## src/rtl/fetch_unit.sv

```systemverilog
// fetch_unit: MIPS F stage. Owns the PC, drives imem reads, and buffers up to two fetched words.
// Define FETCH_ADEL_EN to enable fetch address-error detection against IM_BASE/IM_BYTES.
module fetch_unit #(
    parameter logic [31:0] RESET_PC = 32'h0000_3000
`ifdef FETCH_ADEL_EN
    ,
    parameter logic [31:0] IM_BASE  = 32'h0000_3000,
    parameter logic [31:0] IM_BYTES = 32'h0000_4000
`endif
) (
    input  logic        clk,
    input  logic        reset,
    input  logic        block,
    input  logic        redirect,
    input  logic [31:0] redirect_pc,
    output logic        imem_req,
    output logic [31:0] imem_addr,
    input  logic        imem_ready,
    input  logic [31:0] imem_rdata,
    output logic [31:0] pc_O,
    output logic [31:0] pc4_O,
    output logic [31:0] im_O,
    output logic        valid_O,
    output logic        adel_O
);

    typedef enum logic [1:0] {
        IDLE = 2'd0,
        REQ  = 2'd1,
        DROP = 2'd2
    } state_e;

    state_e           state_q, state_d;
    logic [31:0]      pc_q, pc_d;
    logic [31:0]      drop_addr_q, drop_addr_d;
    logic [1:0]       cnt_q, cnt_d;
    logic [1:0][31:0] qpc_q, qpc_d;
    logic [1:0][31:0] qins_q, qins_d;

    logic             consume;
    logic             push;
    logic             issue_ok;
    logic [1:0]       cnt_pop;
    logic [31:0]      push_ins;
    logic [31:0]      fetch_addr;
    logic [31:0]      pc_plus4;

`ifdef FETCH_ADEL_EN
    logic [1:0]       qadel_q, qadel_d;
    logic             halt_q, halt_d;
    logic             push_adel;
    logic             bad_addr;
    logic [31:0]      win_off;
`endif

    // Entry 0 is always the queue head.
    always_comb begin
        valid_O = (cnt_q != 2'd0);
        pc_O    = valid_O ? qpc_q[0] : pc_q;
        pc4_O   = pc_O + 32'd4;
        im_O    = valid_O ? qins_q[0] : 32'h0;
`ifdef FETCH_ADEL_EN
        adel_O  = valid_O & qadel_q[0];
`else
        adel_O  = 1'b0;
`endif
    end

    always_comb begin
        consume    = valid_O & ~block & ~redirect;
        cnt_pop    = cnt_q - {1'b0, consume};
        pc_plus4   = pc_q + 32'd4;
        fetch_addr = {pc_q[31:2], 2'b00};
`ifdef FETCH_ADEL_EN
        win_off    = pc_q - IM_BASE;
        bad_addr   = (pc_q[1:0] != 2'b00) || (pc_q < IM_BASE)
                     || (win_off >= IM_BYTES);
        issue_ok   = (cnt_pop <= 2'd1) & ~halt_q;
        halt_d     = halt_q;
        push_adel  = 1'b0;
`else
        issue_ok   = (cnt_pop <= 2'd1);
`endif
        state_d     = state_q;
        pc_d        = pc_q;
        drop_addr_d = drop_addr_q;
        imem_req    = 1'b0;
        imem_addr   = fetch_addr;
        push        = 1'b0;
        push_ins    = imem_rdata;

        unique case (state_q)
            IDLE: begin
                if (issue_ok) state_d = REQ;
            end
            REQ: begin
`ifdef FETCH_ADEL_EN
                if (bad_addr) begin
                    push      = 1'b1;
                    push_ins  = 32'h0;
                    push_adel = 1'b1;
                    halt_d    = 1'b1;
                    state_d   = IDLE;
                end else
`endif
                begin
                    imem_req = 1'b1;
                    if (imem_ready) begin
                        push    = 1'b1;
                        pc_d    = pc_plus4;
                        // Next request only if a slot stays free after this push.
                        state_d = (cnt_pop == 2'd0) ? REQ : IDLE;
                    end
                end
            end
            DROP: begin
                imem_req  = 1'b1;
                imem_addr = drop_addr_q;
                if (imem_ready) state_d = REQ;
            end
            default: state_d = IDLE;
        endcase

        // An unanswered request must still complete its handshake, so park in DROP.
        if (redirect) begin
            push        = 1'b0;
            pc_d        = redirect_pc;
            drop_addr_d = imem_addr;
            state_d     = (imem_req && !imem_ready) ? DROP : REQ;
`ifdef FETCH_ADEL_EN
            push_adel   = 1'b0;
            halt_d      = 1'b0;
`endif
        end
    end

    always_comb begin
        qpc_d  = qpc_q;
        qins_d = qins_q;
`ifdef FETCH_ADEL_EN
        qadel_d = qadel_q;
`endif
        cnt_d  = cnt_q;
        if (redirect) begin
            cnt_d = 2'd0;
        end else begin
            if (consume) begin
                qpc_d[0]  = qpc_q[1];
                qins_d[0] = qins_q[1];
`ifdef FETCH_ADEL_EN
                qadel_d[0] = qadel_q[1];
`endif
            end
            if (push) begin
                qpc_d[cnt_pop[0]]  = pc_q;
                qins_d[cnt_pop[0]] = push_ins;
`ifdef FETCH_ADEL_EN
                qadel_d[cnt_pop[0]] = push_adel;
`endif
            end
            cnt_d = cnt_pop + {1'b0, push};
        end
    end

    always_ff @(posedge clk or posedge reset) begin
        if (reset) begin
            state_q     <= IDLE;
            pc_q        <= RESET_PC;
            drop_addr_q <= RESET_PC;
            cnt_q       <= 2'd0;
            qpc_q       <= '0;
            qins_q      <= '0;
`ifdef FETCH_ADEL_EN
            qadel_q     <= 2'b00;
            halt_q      <= 1'b0;
`endif
        end else begin
            state_q     <= state_d;
            pc_q        <= pc_d;
            drop_addr_q <= drop_addr_d;
            cnt_q       <= cnt_d;
            qpc_q       <= qpc_d;
            qins_q      <= qins_d;
`ifdef FETCH_ADEL_EN
            qadel_q     <= qadel_d;
            halt_q      <= halt_d;
`endif
        end
    end

endmodule
```

## config.mk

```make
export PLATFORM = sky130hd
export DESIGN_NAME = fetch_unit
export DESIGN_NICKNAME = d
export VERILOG_FILES = /design/src/rtl/fetch_unit.sv
export SDC_FILE = /design/constraint.sdc
export NUM_CORES = 1
export LEC_CHECK = 0
export BUFFER_PORTS_ARGS = -buffer_cell sky130_fd_sc_hd__buf_2
export CAP_MARGIN = 5
export CORE_MARGIN = 2
export CORE_UTILIZATION = 35
export CTS_CLUSTER_SIZE = 28
export DETAILED_ROUTE_END_ITERATION = 8
export GPL_TIMING_DRIVEN = 0
export PLACE_DENSITY = 0.52
export SETUP_SLACK_MARGIN = 0.2
export SYNTH_ARGS = -nofsm -noshare
export SYNTH_HDL_FRONTEND = slang
export SYNTH_SLANG_ARGS = --single-unit
```

## constraint.sdc

```tcl
create_clock -name clk -period 14.6 [get_ports clk]
set_clock_uncertainty 0.2 [all_clocks]
set_input_delay 0.73 -clock clk [delete_from_list [all_inputs] [get_ports clk]]
set_output_delay 0.73 -clock clk [all_outputs]
set_load 0.01 [all_outputs]
```

==> metrics.txt, run 1 <==
# TYPE chip_impl_metric gauge
chip_impl_metric{name="post_route_fraction_of_the_period_consumed_by_the_critical_path",unit=""} 0.3858
chip_impl_info{name="critPathTopFamily",value="buffers and inverters"} 1
chip_impl_metric{name="layout-area-overhead-vs-synth",unit="%"} 19.88
chip_impl_metric{name="finish.net_count",unit=""} 1360
chip_impl_metric{name="synthDistinctLibCells",unit=""} 57
chip_impl_metric{name="fp.dieArea",unit="µm²"} 31440
chip_impl_metric{name="ys_warn_count",unit=""} 0
chip_impl_metric{name="post_synth_edffs",unit=""} 0
chip_impl_metric{name="fp.dieH",unit="µm"} 177.3
chip_impl_metric{name="timing.fmax",unit="MHz"} 177.5
chip_impl_metric{name="finalWeightedCongestion",unit=""} 0.8056
chip_impl_metric{name="stdcell_count",unit=""} 1689
chip_impl_info{name="synth_area_leader_cell",value="sky130_fd_sc_hd__dfrtp_1"} 1
chip_impl_metric{name="postLayoutSetupSlackWorst",unit="ns"} 8.967
chip_impl_metric{name="cp.required",unit="ns"} 13.67
chip_impl_metric{name="cts-buffers-inserted",unit=""} 17
chip_impl_metric{name="timing_max_transition_violations_final",unit=""} 0
chip_impl_metric{name="grt-ovfl-total",unit=""} 0
chip_impl_metric{name="drt_first_pass_iters",unit=""} 5
chip_impl_metric{name="routed_via_density",unit=""} 5.146
chip_impl_info{name="synth.area.top_cells",value="sky130_fd_sc_hd__dfrtp_1 46%, sky130_fd_sc_hd__mux2_2 14%, sky130_fd_sc_hd__nand2_1 7.9%, sky130_fd_sc_hd__a31oi_1 3.9%, sky130_fd_sc_hd__xor2_1 3.6%"} 1
chip_impl_info{name="rsz0062_at_grt",value="false"} 1
chip_impl_metric{name="post_cts_buffers",unit=""} 0
chip_impl_metric{name="top_level_ports",unit=""} 200
chip_impl_metric{name="synthesis.instances",unit=""} 1066
chip_impl_metric{name="finalSetupViolCount",unit=""} 0
chip_impl_metric{name="final_cell_area",unit="µm²"} 12600
chip_impl_metric{name="period_minus_slack",unit="ns"} 5.633
chip_impl_metric{name="cellPowerDensity",unit="nW/µm²"} 179.1
chip_impl_metric{name="synth-compound-area-share",unit=""} 0.08284
chip_impl_metric{name="synth-seq-area-share",unit=""} 0.4670
chip_impl_metric{name="cp.buffers_inverters",unit=""} 5
chip_impl_metric{name="die_width",unit="µm"} 177.3
chip_impl_metric{name="arrival",unit="ns"} 4.70
chip_impl_metric{name="hold-worst-slack",unit="ns"} 0.1601
chip_impl_metric{name="routed_wire_length_per_instance",unit="µm"} 19.47
chip_impl_info{name="worst_setup_path_start_kind",value="register"} 1
chip_impl_info{name="crit_chain",value="nor2_2 -> inv_4 -> buf_2 -> clkbuf_1 -> clkbuf_1 -> nand2_1 -> nand2_1 -> ha_1 -> o21ai_1 -> or3b_1 -> nand4b_1 -> xnor2_1 -> buf_2"} 1
chip_impl_metric{name="totalNegativeSetupSlack",unit="ns"} 0
chip_impl_info{name="root_buffer",value="sky130_fd_sc_hd__clkbuf_16"} 1
chip_impl_metric{name="cts_resized",unit=""} 0
chip_impl_info{name="top_ff_cell_synth",value="sky130_fd_sc_hd__dfrtp_1"} 1
chip_impl_metric{name="cellLeakagePower",unit="nW"} 5.798
chip_impl_metric{name="relSlewSlack",unit=""} 0.2596
chip_impl_metric{name="drtIter0Drc",unit=""} 521
chip_impl_metric{name="globalRouteTotalUtil",unit=""} 0.2134
chip_impl_metric{name="flops_latches_synth",unit=""} 196
chip_impl_metric{name="critical_path_peak_fanout",unit=""} 10
chip_impl_metric{name="proportion_of_layout_cells_with_a_drive_suffix_above_1",unit=""} 0.3279
chip_impl_metric{name="dpl_cell_area",unit="µm²"} 12030
chip_impl_metric{name="synth_simple_gate_area_share",unit=""} 0.1939
chip_impl_info{name="crit_slowest_cell",value="sky130_fd_sc_hd__clkbuf_1"} 1
chip_impl_info{name="worstSetupStartpoint",value="cnt_q[1]"} 1
chip_impl_info{name="holdCritPathClass",value="in2async"} 1
chip_impl_metric{name="clk_latency",unit="ns"} 0.44
chip_impl_metric{name="share_of_flip_flops_with_an_asynchronous_set_or_reset_after_synthesis",unit=""} 1.000
chip_impl_metric{name="yosys-mux-area-fraction",unit=""} 0.1532
chip_impl_metric{name="holdBufCountCts",unit=""} 0
chip_impl_metric{name="ctsLongestPathBuffers",unit=""} 2
chip_impl_metric{name="drc_violations",unit=""} 0
chip_impl_metric{name="synthesis.area_per_instance",unit="µm²"} 9.862
chip_impl_info{name="critPathCaptureType",value="output port"} 1
chip_impl_metric{name="port_buffers",unit=""} 197
chip_impl_metric{name="syn_nets",unit=""} 1143
chip_impl_metric{name="hpwlAfterDp",unit="mm"} 23.10
chip_impl_metric{name="start_util",unit=""} 0.3547
chip_impl_metric{name="ir_drop_worst_vdd",unit="µV"} 83.43
chip_impl_info{name="status",value="complete, no violations"} 1
chip_impl_metric{name="tightestPinTransition",unit="ns"} 1.105
chip_impl_metric{name="worst-r2r-cell-count",unit=""} 8
chip_impl_info{name="commonest_cells_after_routing_fill_and_taps_aside",value="221 x sky130_fd_sc_hd__nand2_1, 215 x sky130_fd_sc_hd__buf_2, 192 x sky130_fd_sc_hd__dfrtp_1"} 1
chip_impl_metric{name="final-hold-violation-count",unit=""} 0
chip_impl_metric{name="htree_num_levels",unit=""} 4
chip_impl_metric{name="post-place-ws",unit="ns"} 9.441
chip_impl_info{name="most_common_cell_after_layout_fill_and_taps_aside",value="sky130_fd_sc_hd__nand2_1"} 1
chip_impl_metric{name="post_layout_total_power",unit="mW"} 2.257
chip_impl_metric{name="post-place-cells",unit=""} 1654
chip_impl_metric{name="grt_max_degree",unit=""} 112
chip_impl_metric{name="drt.antenna.violating_nets",unit=""} 0
chip_impl_metric{name="via_count_of_the_first_global_routing_pass",unit=""} 8645
chip_impl_info{name="tritoncts",value="yes"} 1
chip_impl_info{name="r2r_end",value="qpc_q[43]"} 1
chip_impl_metric{name="vias",unit=""} 8692
chip_impl_metric{name="netlist.area_leader.share",unit=""} 0.4570
chip_impl_metric{name="xor_xnor_cell_area_share_of_the_yosys_netlist",unit=""} 0.04749
chip_impl_metric{name="mappedNetlistArea",unit="µm²"} 10510
chip_impl_metric{name="fp.coreArea",unit="µm²"} 29640
chip_impl_metric{name="max_cap_violation_count",unit=""} 0
chip_impl_metric{name="fin_util",unit=""} 0.4252
chip_impl_metric{name="aggregate_routed_wire_length",unit="mm"} 32.89
chip_impl_metric{name="critical_path_depth",unit=""} 13
chip_impl_metric{name="reg_clk_slew_reported_paths",unit="ns"} 0.07
chip_impl_info{name="r2r-start",value="cnt_q[1]"} 1
chip_impl_metric{name="worst-r2r-setup-slack",unit="ns"} 10.64
chip_impl_info{name="criticalPathCategory",value="reg2out"} 1
chip_impl_info{name="crit_end",value="pc4_O[12]"} 1
chip_impl_metric{name="wire_length_of_the_first_global_routing_pass",unit="mm"} 50.75
chip_impl_metric{name="cts_sinks",unit=""} 196
chip_impl_info{name="synth_top_family_by_area",value="simple AND/OR/NAND/NOR gates"} 1
chip_impl_metric{name="antenna_violations_before_repair",unit=""} 7
chip_impl_metric{name="adder_cell_share_of_the_synthesized_area",unit=""} 0.009522
chip_impl_metric{name="crit_path_max_incr_delay",unit="ns"} 0.68
chip_impl_metric{name="fp-row-count",unit=""} 63
sequential cells by signal, summed over array words and instances, names as in the netlist:
register,flops
qpc_q,64
qins_q,64
drop_addr_q,32
cnt_q,2
pc_q,32
state_q,2
worst min-delay path by stage:
stage	endpoint	slack, ns
after floorplan	drop_addr_q[0]	0.26
after global placement	drop_addr_q[1]	0.27
after detailed placement	drop_addr_q[0]	0.29
after CTS	qins_q[51]	0.21
after global routing	qins_q[51]	0.22
final	qins_q[51]	0.16
where the power goes:
group / switching, mW / internal (mW)
clock network: 0.229 / 0.237
logic: 0.522 / 0.399
registers: 0.120 / 0.751
logic make-up (layout without fill, tap and decap cells):
logic type / after synthesis / after routing
multiplexers: 144 / 144
buffers and inverters: 106 / 336
AO/OA/AOI/OAI: 131 / 131
adder cells (fa/ha/maj): 8 / 8
flip-flops: 196 / 196
XOR/XNOR: 57 / 57
AND/OR/NAND/NOR: 423 / 423
other: 1 / 4
layer usage:
layer / track usage / part of all wire
met3: 0.06041 / 0.076
met4: 0.07343 / 0.026
met5: 0 / 0.0014
met2: 0.3303 / 0.45
met1: 0.2865 / 0.45
worst register-to-register path, stage by stage (launching register included):
cell and delay (ns):
sky130_fd_sc_hd__dfrtp_1 0.50, sky130_fd_sc_hd__nor2_2 0.18, sky130_fd_sc_hd__or3_1 0.36, sky130_fd_sc_hd__inv_1 0.09, sky130_fd_sc_hd__clkbuf_1 0.46, sky130_fd_sc_hd__ha_1 0.39
sky130_fd_sc_hd__nor3_2 0.84, sky130_fd_sc_hd__buf_2 0.45, sky130_fd_sc_hd__mux2_2 0.38
area by class of cell:
type,instances,area [µm²]
well taps,390,488.0
fillers,3037,17040
clock buffers,22,474.2
repair buffers,198,1013
inverters,18,77.57
plain buffers,88,410.4
clock inverters,10,93.84
diodes,3,7.507
multi-input cells,764,5127
flip-flops and latches,196,4910
cells in the mapped netlist, types with 10 or more instances:
cell type                  count
sky130_fd_sc_hd__a31oi_1      66
sky130_fd_sc_hd__and2_1       37
sky130_fd_sc_hd__buf_2        18
sky130_fd_sc_hd__clkbuf_1     49
sky130_fd_sc_hd__dfrtp_1     192
sky130_fd_sc_hd__inv_1        16
sky130_fd_sc_hd__mux2_2      135
sky130_fd_sc_hd__nand2_1     221
sky130_fd_sc_hd__nand3_1      16
sky130_fd_sc_hd__nand4_1      12
sky130_fd_sc_hd__nor2_1       82
sky130_fd_sc_hd__o211ai_1     10
sky130_fd_sc_hd__o21ai_0      32
sky130_fd_sc_hd__xnor2_1      14
sky130_fd_sc_hd__xor2_1       43
Power figures use the tool's default switching activity.
==> run 2, diff against run 1 <==
==> constraint.sdc (replaced) <==
create_clock -name clk -period 5.2 [get_ports clk]
set_clock_uncertainty 0.2 [all_clocks]
set_input_delay 0.26 -clock clk [delete_from_list [all_inputs] [get_ports clk]]
set_output_delay 0.26 -clock clk [all_outputs]
set_load 0.01 [all_outputs]
==> metrics.txt, run 2 (synthesis gave the netlist of run 1 again) <==
# TYPE chip_impl_metric gauge
chip_impl_metric{name="multiInputGateArea",unit="µm²"} 5127
chip_impl_metric{name="cp.required",unit="ns"} 4.74
chip_impl_metric{name="fp.dieH",unit="µm"} 177.3
chip_impl_metric{name="finalSetupViolCount",unit=""} 0
chip_impl_metric{name="period_minus_slack",unit="ns"} 4.588
chip_impl_metric{name="cts_sinks",unit=""} 196
chip_impl_metric{name="post_layout_total_power",unit="mW"} 6.464
chip_impl_metric{name="dr_wl_met3",unit="mm"} 2.150
chip_impl_metric{name="crit_path_max_incr_delay",unit="ns"} 0.60
chip_impl_metric{name="globalRouteTotalUtil",unit=""} 0.2169
chip_impl_info{name="critPathTopFamily",value="buffers and inverters"} 1
chip_impl_metric{name="cts_resized",unit=""} 0
chip_impl_metric{name="fp-row-count",unit=""} 63
chip_impl_metric{name="fp.coreArea",unit="µm²"} 29640
chip_impl_info{name="most_common_cell_after_layout_fill_and_taps_aside",value="sky130_fd_sc_hd__nand2_1"} 1
chip_impl_info{name="crit_slowest_cell",value="sky130_fd_sc_hd__a211oi_1"} 1
chip_impl_info{name="commonest_cells_after_routing_fill_and_taps_aside",value="221 x sky130_fd_sc_hd__nand2_1, 215 x sky130_fd_sc_hd__buf_2, 192 x sky130_fd_sc_hd__dfrtp_1"} 1
chip_impl_metric{name="htree_num_levels",unit=""} 4
chip_impl_info{name="rsz0062_at_grt",value="false"} 1
chip_impl_metric{name="critical_path_peak_fanout",unit=""} 19
chip_impl_metric{name="grt_max_degree",unit=""} 40
chip_impl_metric{name="timing_max_transition_violations_final",unit=""} 0
chip_impl_metric{name="port_buffers",unit=""} 197
chip_impl_metric{name="hold-worst-slack",unit="ns"} 0.1432
chip_impl_info{name="holdCritPathClass",value="in2reg"} 1
chip_impl_info{name="critPathCaptureType",value="output port"} 1
chip_impl_metric{name="met2_wirelength",unit="mm"} 15.40
chip_impl_metric{name="top_level_ports",unit=""} 200
chip_impl_metric{name="finish.net_count",unit=""} 1430
chip_impl_info{name="route.top_layer_used",value="met5"} 1
chip_impl_metric{name="relSlewSlack",unit=""} 0.1792
chip_impl_metric{name="via_count_of_the_first_global_routing_pass",unit=""} 8961
chip_impl_metric{name="reg_clk_slew_reported_paths",unit="ns"} 0.07
chip_impl_metric{name="drt.antenna.violating_nets",unit=""} 0
chip_impl_metric{name="hpwlAfterDp",unit="mm"} 23.54
chip_impl_metric{name="layout-area-overhead-vs-synth",unit="%"} 27.15
chip_impl_metric{name="sequential_cell_area",unit="µm²"} 4910
chip_impl_metric{name="tightestPinTransition",unit="ns"} 1.225
chip_impl_info{name="biggestRegsByFlops",value="qins_q (64), qpc_q (64)"} 1
chip_impl_metric{name="arrival",unit="ns"} 4.13
chip_impl_metric{name="drtIter0Drc",unit=""} 544
chip_impl_metric{name="fp.dieArea",unit="µm²"} 31440
chip_impl_metric{name="cts-buffers-inserted",unit=""} 17
chip_impl_metric{name="post_route_fraction_of_the_period_consumed_by_the_critical_path",unit=""} 0.8823
chip_impl_metric{name="cellLeakagePower",unit="nW"} 6.136
chip_impl_metric{name="max_cap_violation_count",unit=""} 0
chip_impl_metric{name="timing.fmax",unit="MHz"} 218.0
chip_impl_info{name="tritoncts",value="yes"} 1
chip_impl_metric{name="ctsLongestPathBuffers",unit=""} 2
chip_impl_metric{name="fillCellCount",unit=""} 2979
chip_impl_metric{name="clk_latency",unit="ns"} 0.45
chip_impl_metric{name="final-hold-violation-count",unit=""} 0
chip_impl_metric{name="route.layer.met1.wl",unit="mm"} 15.05
chip_impl_info{name="root_buffer",value="sky130_fd_sc_hd__clkbuf_16"} 1
chip_impl_metric{name="routed_via_density",unit=""} 5.075
chip_impl_metric{name="vias",unit=""} 8921
chip_impl_metric{name="aggregate_routed_wire_length",unit="mm"} 33.61
chip_impl_metric{name="post-place-cells",unit=""} 1659
chip_impl_metric{name="finalWeightedCongestion",unit=""} 0.8178
chip_impl_metric{name="drc_violations",unit=""} 0
chip_impl_metric{name="proportion_of_layout_cells_with_a_drive_suffix_above_1",unit=""} 0.3163
chip_impl_metric{name="cellPowerDensity",unit="nW/µm²"} 483.6
chip_impl_metric{name="start_util",unit=""} 0.3547
chip_impl_metric{name="stdcell_count",unit=""} 1758
chip_impl_metric{name="dpl_cell_area",unit="µm²"} 12100
chip_impl_metric{name="die_width",unit="µm"} 177.3
chip_impl_metric{name="totalNegativeSetupSlack",unit="ns"} 0
chip_impl_metric{name="routed_wire_length_per_instance",unit="µm"} 19.12
chip_impl_info{name="crit_chain",value="nor2_2 -> inv_4 -> buf_2 -> clkbuf_1 -> nand2_1 -> nand2_1 -> ha_1 -> nand4_4 -> a211oi_1 -> xor2_1 -> buf_2"} 1
chip_impl_metric{name="drt_first_pass_iters",unit=""} 5
chip_impl_info{name="criticalPathCategory",value="reg2out"} 1
chip_impl_metric{name="wire_length_of_the_first_global_routing_pass",unit="mm"} 51.78
chip_impl_metric{name="cp.buffers_inverters",unit=""} 4
chip_impl_metric{name="antenna_violations_before_repair",unit=""} 3
chip_impl_metric{name="grt-ovfl-total",unit=""} 0
chip_impl_info{name="worst_setup_path_start_kind",value="register"} 1
chip_impl_metric{name="final_cell_area",unit="µm²"} 13370
chip_impl_metric{name="ir_drop_worst_vdd",unit="µV"} 209.5
chip_impl_info{name="status",value="complete, no violations"} 1
==> run 2: cell count changes in the layout (fill, tap and decap cells not counted), moves of 2 or more <==
cell / change
sky130_fd_sc_hd__buf_12: +5
sky130_fd_sc_hd__inv_6: +3
sky130_fd_sc_hd__dlygate4sd3_1: +66
sky130_fd_sc_hd__clkinvlp_4: -2
sky130_fd_sc_hd__clkbuf_1: -3
sky130_fd_sc_hd__clkbuf_8: -2
==> run 2: area by class of cell <==
| cell class | count | area share |
|---|---|---|
| timing repair buffer | 269 | 0.1312 |
| multi-input combinational | 764 | 0.3836 |
| sequential | 196 | 0.3673 |
| tap | 390 | 0.03651 |
| antenna | 2 | 0.0003744 |
| clock inverter | 14 | 0.01217 |
| buffer | 87 | 0.03042 |
| inverter | 18 | 0.005523 |
| clock buffer | 18 | 0.03286 |
==> run 2: metrics by stage <==
| step | utilization | worst slack [ns] |
|---|---|---|
| floorplan | - | 1.993 |
| global placement | 0.4046 | 0.5354 |
| detailed placement | 0.4084 | 0.5771 |
| CTS | 0.4508 | 0.5637 |
| global route | 0.4510 | 0.3604 |
| finish | 0.4510 | 0.6120 |
==> run 2: final timing paths <==
path	start	endpoint	slack, ns	cells past startpoint
worst max-delay path	cnt_q[1]	pc4_O[14]	0.61	11
worst min-delay path	redirect	state_q[1]	0.14	3
worst max register to register	cnt_q[1]	qpc_q[47]	1.25	8
worst min register to register	drop_addr_q[30]	drop_addr_q[30]	0.30	1
max in group asynchronous	reset	drop_addr_q[12]	3.61	5
min in group asynchronous	reset	qins_q[29]	0.27	3
==> run 2: worst reg2reg max path: stages, from the launching register on <==
cell	delay [ns]
sky130_fd_sc_hd__dfrtp_1	0.46
sky130_fd_sc_hd__nor2_2	0.16
sky130_fd_sc_hd__or3_1	0.36
sky130_fd_sc_hd__inv_1	0.08
sky130_fd_sc_hd__clkbuf_1	0.49
sky130_fd_sc_hd__ha_1	0.40
sky130_fd_sc_hd__nor3_2	0.87
sky130_fd_sc_hd__buf_2	0.45
sky130_fd_sc_hd__mux2_2	0.38
==> run 2: metal layers <==
layer	vias up	track usage
met3	62	0.04884
met2	291	0.3478
met1	4352	0.2891
li1	4214	-
met4	2	0.07445
met5	-	0
==> run 2: timing repair <==
item | in CTS | in global routing
hold buffers | 66 | 0
endpoints found under the hold margin | 125 | 0
setup buffers | 0 | 0
endpoints found under the setup margin | 4 | 0
==> run 2: power by group <==
| group | leakage, nW | internal (mW) | total, mW | switching [mW] |
|---|---|---|---|---|
| Sequential | 2.37 | 2.11 | 2.45 | 0.338 |
| Clock | 0.298 | 0.701 | 1.38 | 0.677 |
| Combinational | 3.47 | 1.16 | 2.64 | 1.48 |
==> run 3, diff against run 2 <==
--- a/config.mk
+++ b/config.mk
@@ -12,6 +12,7 @@
 export CTS_CLUSTER_SIZE = 28
 export DETAILED_ROUTE_END_ITERATION = 8
 export GPL_TIMING_DRIVEN = 0
+export MAX_ROUTING_LAYER = met4
 export PLACE_DENSITY = 0.52
 export SETUP_SLACK_MARGIN = 0.2
 export SYNTH_ARGS = -nofsm -noshare
==> metrics.txt, run 3 (synthesis gave the netlist of run 1 again) <==
# TYPE chip_impl_metric gauge
chip_impl_info{name="commonest_cells_after_routing_fill_and_taps_aside",value="221 x sky130_fd_sc_hd__nand2_1, 215 x sky130_fd_sc_hd__buf_2, 192 x sky130_fd_sc_hd__dfrtp_1"} 1
chip_impl_metric{name="fp.dieArea",unit="µm²"} 31440
chip_impl_metric{name="critical_path_depth",unit=""} 11
chip_impl_metric{name="fp-row-count",unit=""} 63
chip_impl_metric{name="worst-r2r-cell-count",unit=""} 8
chip_impl_metric{name="wire_length_of_the_first_global_routing_pass",unit="mm"} 51.84
chip_impl_info{name="root_buffer",value="sky130_fd_sc_hd__clkbuf_16"} 1
chip_impl_info{name="holdCritPathClass",value="in2reg"} 1
chip_impl_info{name="crit_slowest_cell",value="sky130_fd_sc_hd__a211oi_1"} 1
chip_impl_metric{name="relSlewSlack",unit=""} 0.1960
chip_impl_metric{name="top_level_ports",unit=""} 200
chip_impl_metric{name="ir_drop_worst_vdd",unit="µV"} 208.9
chip_impl_metric{name="cp.required",unit="ns"} 4.74
chip_impl_metric{name="gr-usage-met1",unit=""} 0.2921
chip_impl_metric{name="finalSetupViolCount",unit=""} 0
chip_impl_metric{name="final-hold-violation-count",unit=""} 0
chip_impl_metric{name="post_layout_total_power",unit="mW"} 6.473
chip_impl_metric{name="die_width",unit="µm"} 177.3
chip_impl_metric{name="vias",unit=""} 8906
chip_impl_info{name="status",value="complete, no violations"} 1
chip_impl_metric{name="hold_depth",unit=""} 3
chip_impl_metric{name="period_minus_slack",unit="ns"} 4.584
chip_impl_metric{name="drtIter0Drc",unit=""} 529
chip_impl_metric{name="totalNegativeSetupSlack",unit="ns"} 0
chip_impl_metric{name="postLayoutSetupSlackWorst",unit="ns"} 0.6161
chip_impl_metric{name="grtUsageMet2",unit=""} 0.3471
chip_impl_info{name="most_common_cell_after_layout_fill_and_taps_aside",value="sky130_fd_sc_hd__nand2_1"} 1
chip_impl_metric{name="htree_num_levels",unit=""} 4
chip_impl_metric{name="post_route_fraction_of_the_period_consumed_by_the_critical_path",unit=""} 0.8815
chip_impl_info{name="criticalPathCategory",value="reg2out"} 1
chip_impl_metric{name="timing.fmax",unit="MHz"} 218.2
chip_impl_metric{name="post-place-ws",unit="ns"} 0.5771
chip_impl_info{name="critPathTopFamily",value="buffers and inverters"} 1
chip_impl_metric{name="cts_sinks",unit=""} 196
chip_impl_metric{name="antenna_violations_before_repair",unit=""} 3
chip_impl_metric{name="fp.coreArea",unit="µm²"} 29640
chip_impl_metric{name="fin_util",unit=""} 0.4511
chip_impl_metric{name="fp.dieH",unit="µm"} 177.3
chip_impl_metric{name="port_buffers",unit=""} 197
chip_impl_metric{name="routed_via_density",unit=""} 5.063
chip_impl_metric{name="via_count_of_the_first_global_routing_pass",unit=""} 8949
chip_impl_info{name="tritoncts",value="yes"} 1
chip_impl_info{name="crit_chain",value="nor2_2 -> inv_4 -> buf_2 -> clkbuf_1 -> nand2_1 -> nand2_1 -> ha_1 -> nand4_4 -> a211oi_1 -> xor2_1 -> buf_2"} 1
chip_impl_metric{name="grt_max_degree",unit=""} 40
chip_impl_metric{name="critical_path_peak_fanout",unit=""} 19
chip_impl_metric{name="ctsLongestPathBuffers",unit=""} 2
chip_impl_metric{name="hpwlAfterDp",unit="mm"} 23.54
chip_impl_info{name="top_usage_layer",value="met2"} 1
chip_impl_metric{name="cellPowerDensity",unit="nW/µm²"} 484.1
chip_impl_metric{name="cp.buffers_inverters",unit=""} 4
chip_impl_metric{name="globalRouteTotalUtil",unit=""} 0.2235
chip_impl_metric{name="drt_first_pass_iters",unit=""} 5
chip_impl_metric{name="finalWeightedCongestion",unit=""} 0.8300
chip_impl_metric{name="reg_clk_slew_reported_paths",unit="ns"} 0.07
chip_impl_metric{name="proportion_of_layout_cells_with_a_drive_suffix_above_1",unit=""} 0.3163
chip_impl_metric{name="aggregate_routed_wire_length",unit="mm"} 33.73
chip_impl_metric{name="hold-worst-slack",unit="ns"} 0.1481
chip_impl_metric{name="post_cts_buffers",unit=""} 0
chip_impl_metric{name="layout-area-overhead-vs-synth",unit="%"} 27.17
chip_impl_metric{name="drt.antenna.violating_nets",unit=""} 0
chip_impl_metric{name="cts-buffers-inserted",unit=""} 17
chip_impl_metric{name="arrival",unit="ns"} 4.12
chip_impl_metric{name="finish.net_count",unit=""} 1430
chip_impl_metric{name="drc_violations",unit=""} 0
chip_impl_info{name="biggestRegsByFlops",value="qins_q (64), qpc_q (64)"} 1
chip_impl_metric{name="timing_max_transition_violations_final",unit=""} 0
chip_impl_info{name="worst_setup_path_start_kind",value="register"} 1
chip_impl_metric{name="start_util",unit=""} 0.3547
chip_impl_metric{name="fillCellCount",unit=""} 2982
chip_impl_metric{name="clk_latency",unit="ns"} 0.45
chip_impl_info{name="rsz0062_at_grt",value="false"} 1
chip_impl_metric{name="grt-ovfl-total",unit=""} 0
chip_impl_metric{name="grt_util_met3",unit=""} 0.04563
chip_impl_metric{name="tightestPinTransition",unit="ns"} 1.199
chip_impl_info{name="critPathCaptureType",value="output port"} 1
chip_impl_metric{name="cellLeakagePower",unit="nW"} 6.136
chip_impl_metric{name="max_cap_violation_count",unit=""} 0
chip_impl_metric{name="routed_wire_length_per_instance",unit="µm"} 19.17
chip_impl_metric{name="crit_path_max_incr_delay",unit="ns"} 0.60
-- run 3: cell count changes in the layout (fill, tap and decap cells not counted) --
cell	previous run	this run
sky130_fd_sc_hd__diode_2	2	3
-- run 3: path summary, 6_finish.rpt --
check	from	end	slack [ns]
worst max-delay path	cnt_q[1]	pc4_O[14]	0.62
worst min-delay path	redirect	state_q[1]	0.15
worst max register to register	cnt_q[1]	qpc_q[47]	1.24
worst min register to register	drop_addr_q[30]	drop_addr_q[30]	0.30
max in group asynchronous	reset	drop_addr_q[12]	3.60
min in group asynchronous	reset	qins_q[29]	0.28
-- run 3: metrics by stage --
step | instances | cell area (µm²)
global route | 1759 | 13370
global placement | 1653 | 11990
floorplan | 1066 | 10520
detailed placement | 1659 | 12100
finish | 1759 | 13370
CTS | 1756 | 13360
-- run 3: routing by layer --
metal,share of wire,vias up,wire length (µm)
met4,0.029,0,969
met5,0,-,0
li1,-,4204,-
met2,0.46,277,15560
met3,0.058,58,1968
met1,0.45,4367,15230
-- run 3: worst register-to-register path: stages (launching register included) --
cell                       delay, ns
sky130_fd_sc_hd__dfrtp_1        0.47
sky130_fd_sc_hd__nor2_2         0.16
sky130_fd_sc_hd__or3_1          0.36
sky130_fd_sc_hd__inv_1          0.08
sky130_fd_sc_hd__clkbuf_1       0.47
sky130_fd_sc_hd__ha_1           0.40
sky130_fd_sc_hd__nor3_2         0.87
sky130_fd_sc_hd__buf_2          0.45
sky130_fd_sc_hd__mux2_2         0.38
-- run 3: layout make-up --
class | count | area (µm²) | share of cell area
Clock inverter | 14 | 162.7 | 0.01217
Tap cell | 390 | 488.0 | 0.03650
Sequential cell | 196 | 4910 | 0.3672
Clock buffer | 18 | 439.2 | 0.03285
Inverter | 18 | 73.82 | 0.005522
Multi-Input combinational cell | 764 | 5127 | 0.3835
Buffer | 87 | 406.6 | 0.03042
Antenna cell | 3 | 7.507 | 0.0005615
Timing Repair Buffer | 269 | 1754 | 0.1312
-- run 3: power breakdown --
part | switching (mW) | leakage (nW) | internal (mW)
Combinational | 1.49 | 3.47 | 1.16
Clock | 0.677 | 0.298 | 0.702
Sequential | 0.344 | 2.37 | 2.11
-- run 3: what timing repair did --
action,4_1_cts,5_1_grt
hold buffers,66,0
endpoints found under the hold margin,125,0
gates resized for setup,0,0
setup endpoints to repair,4,0
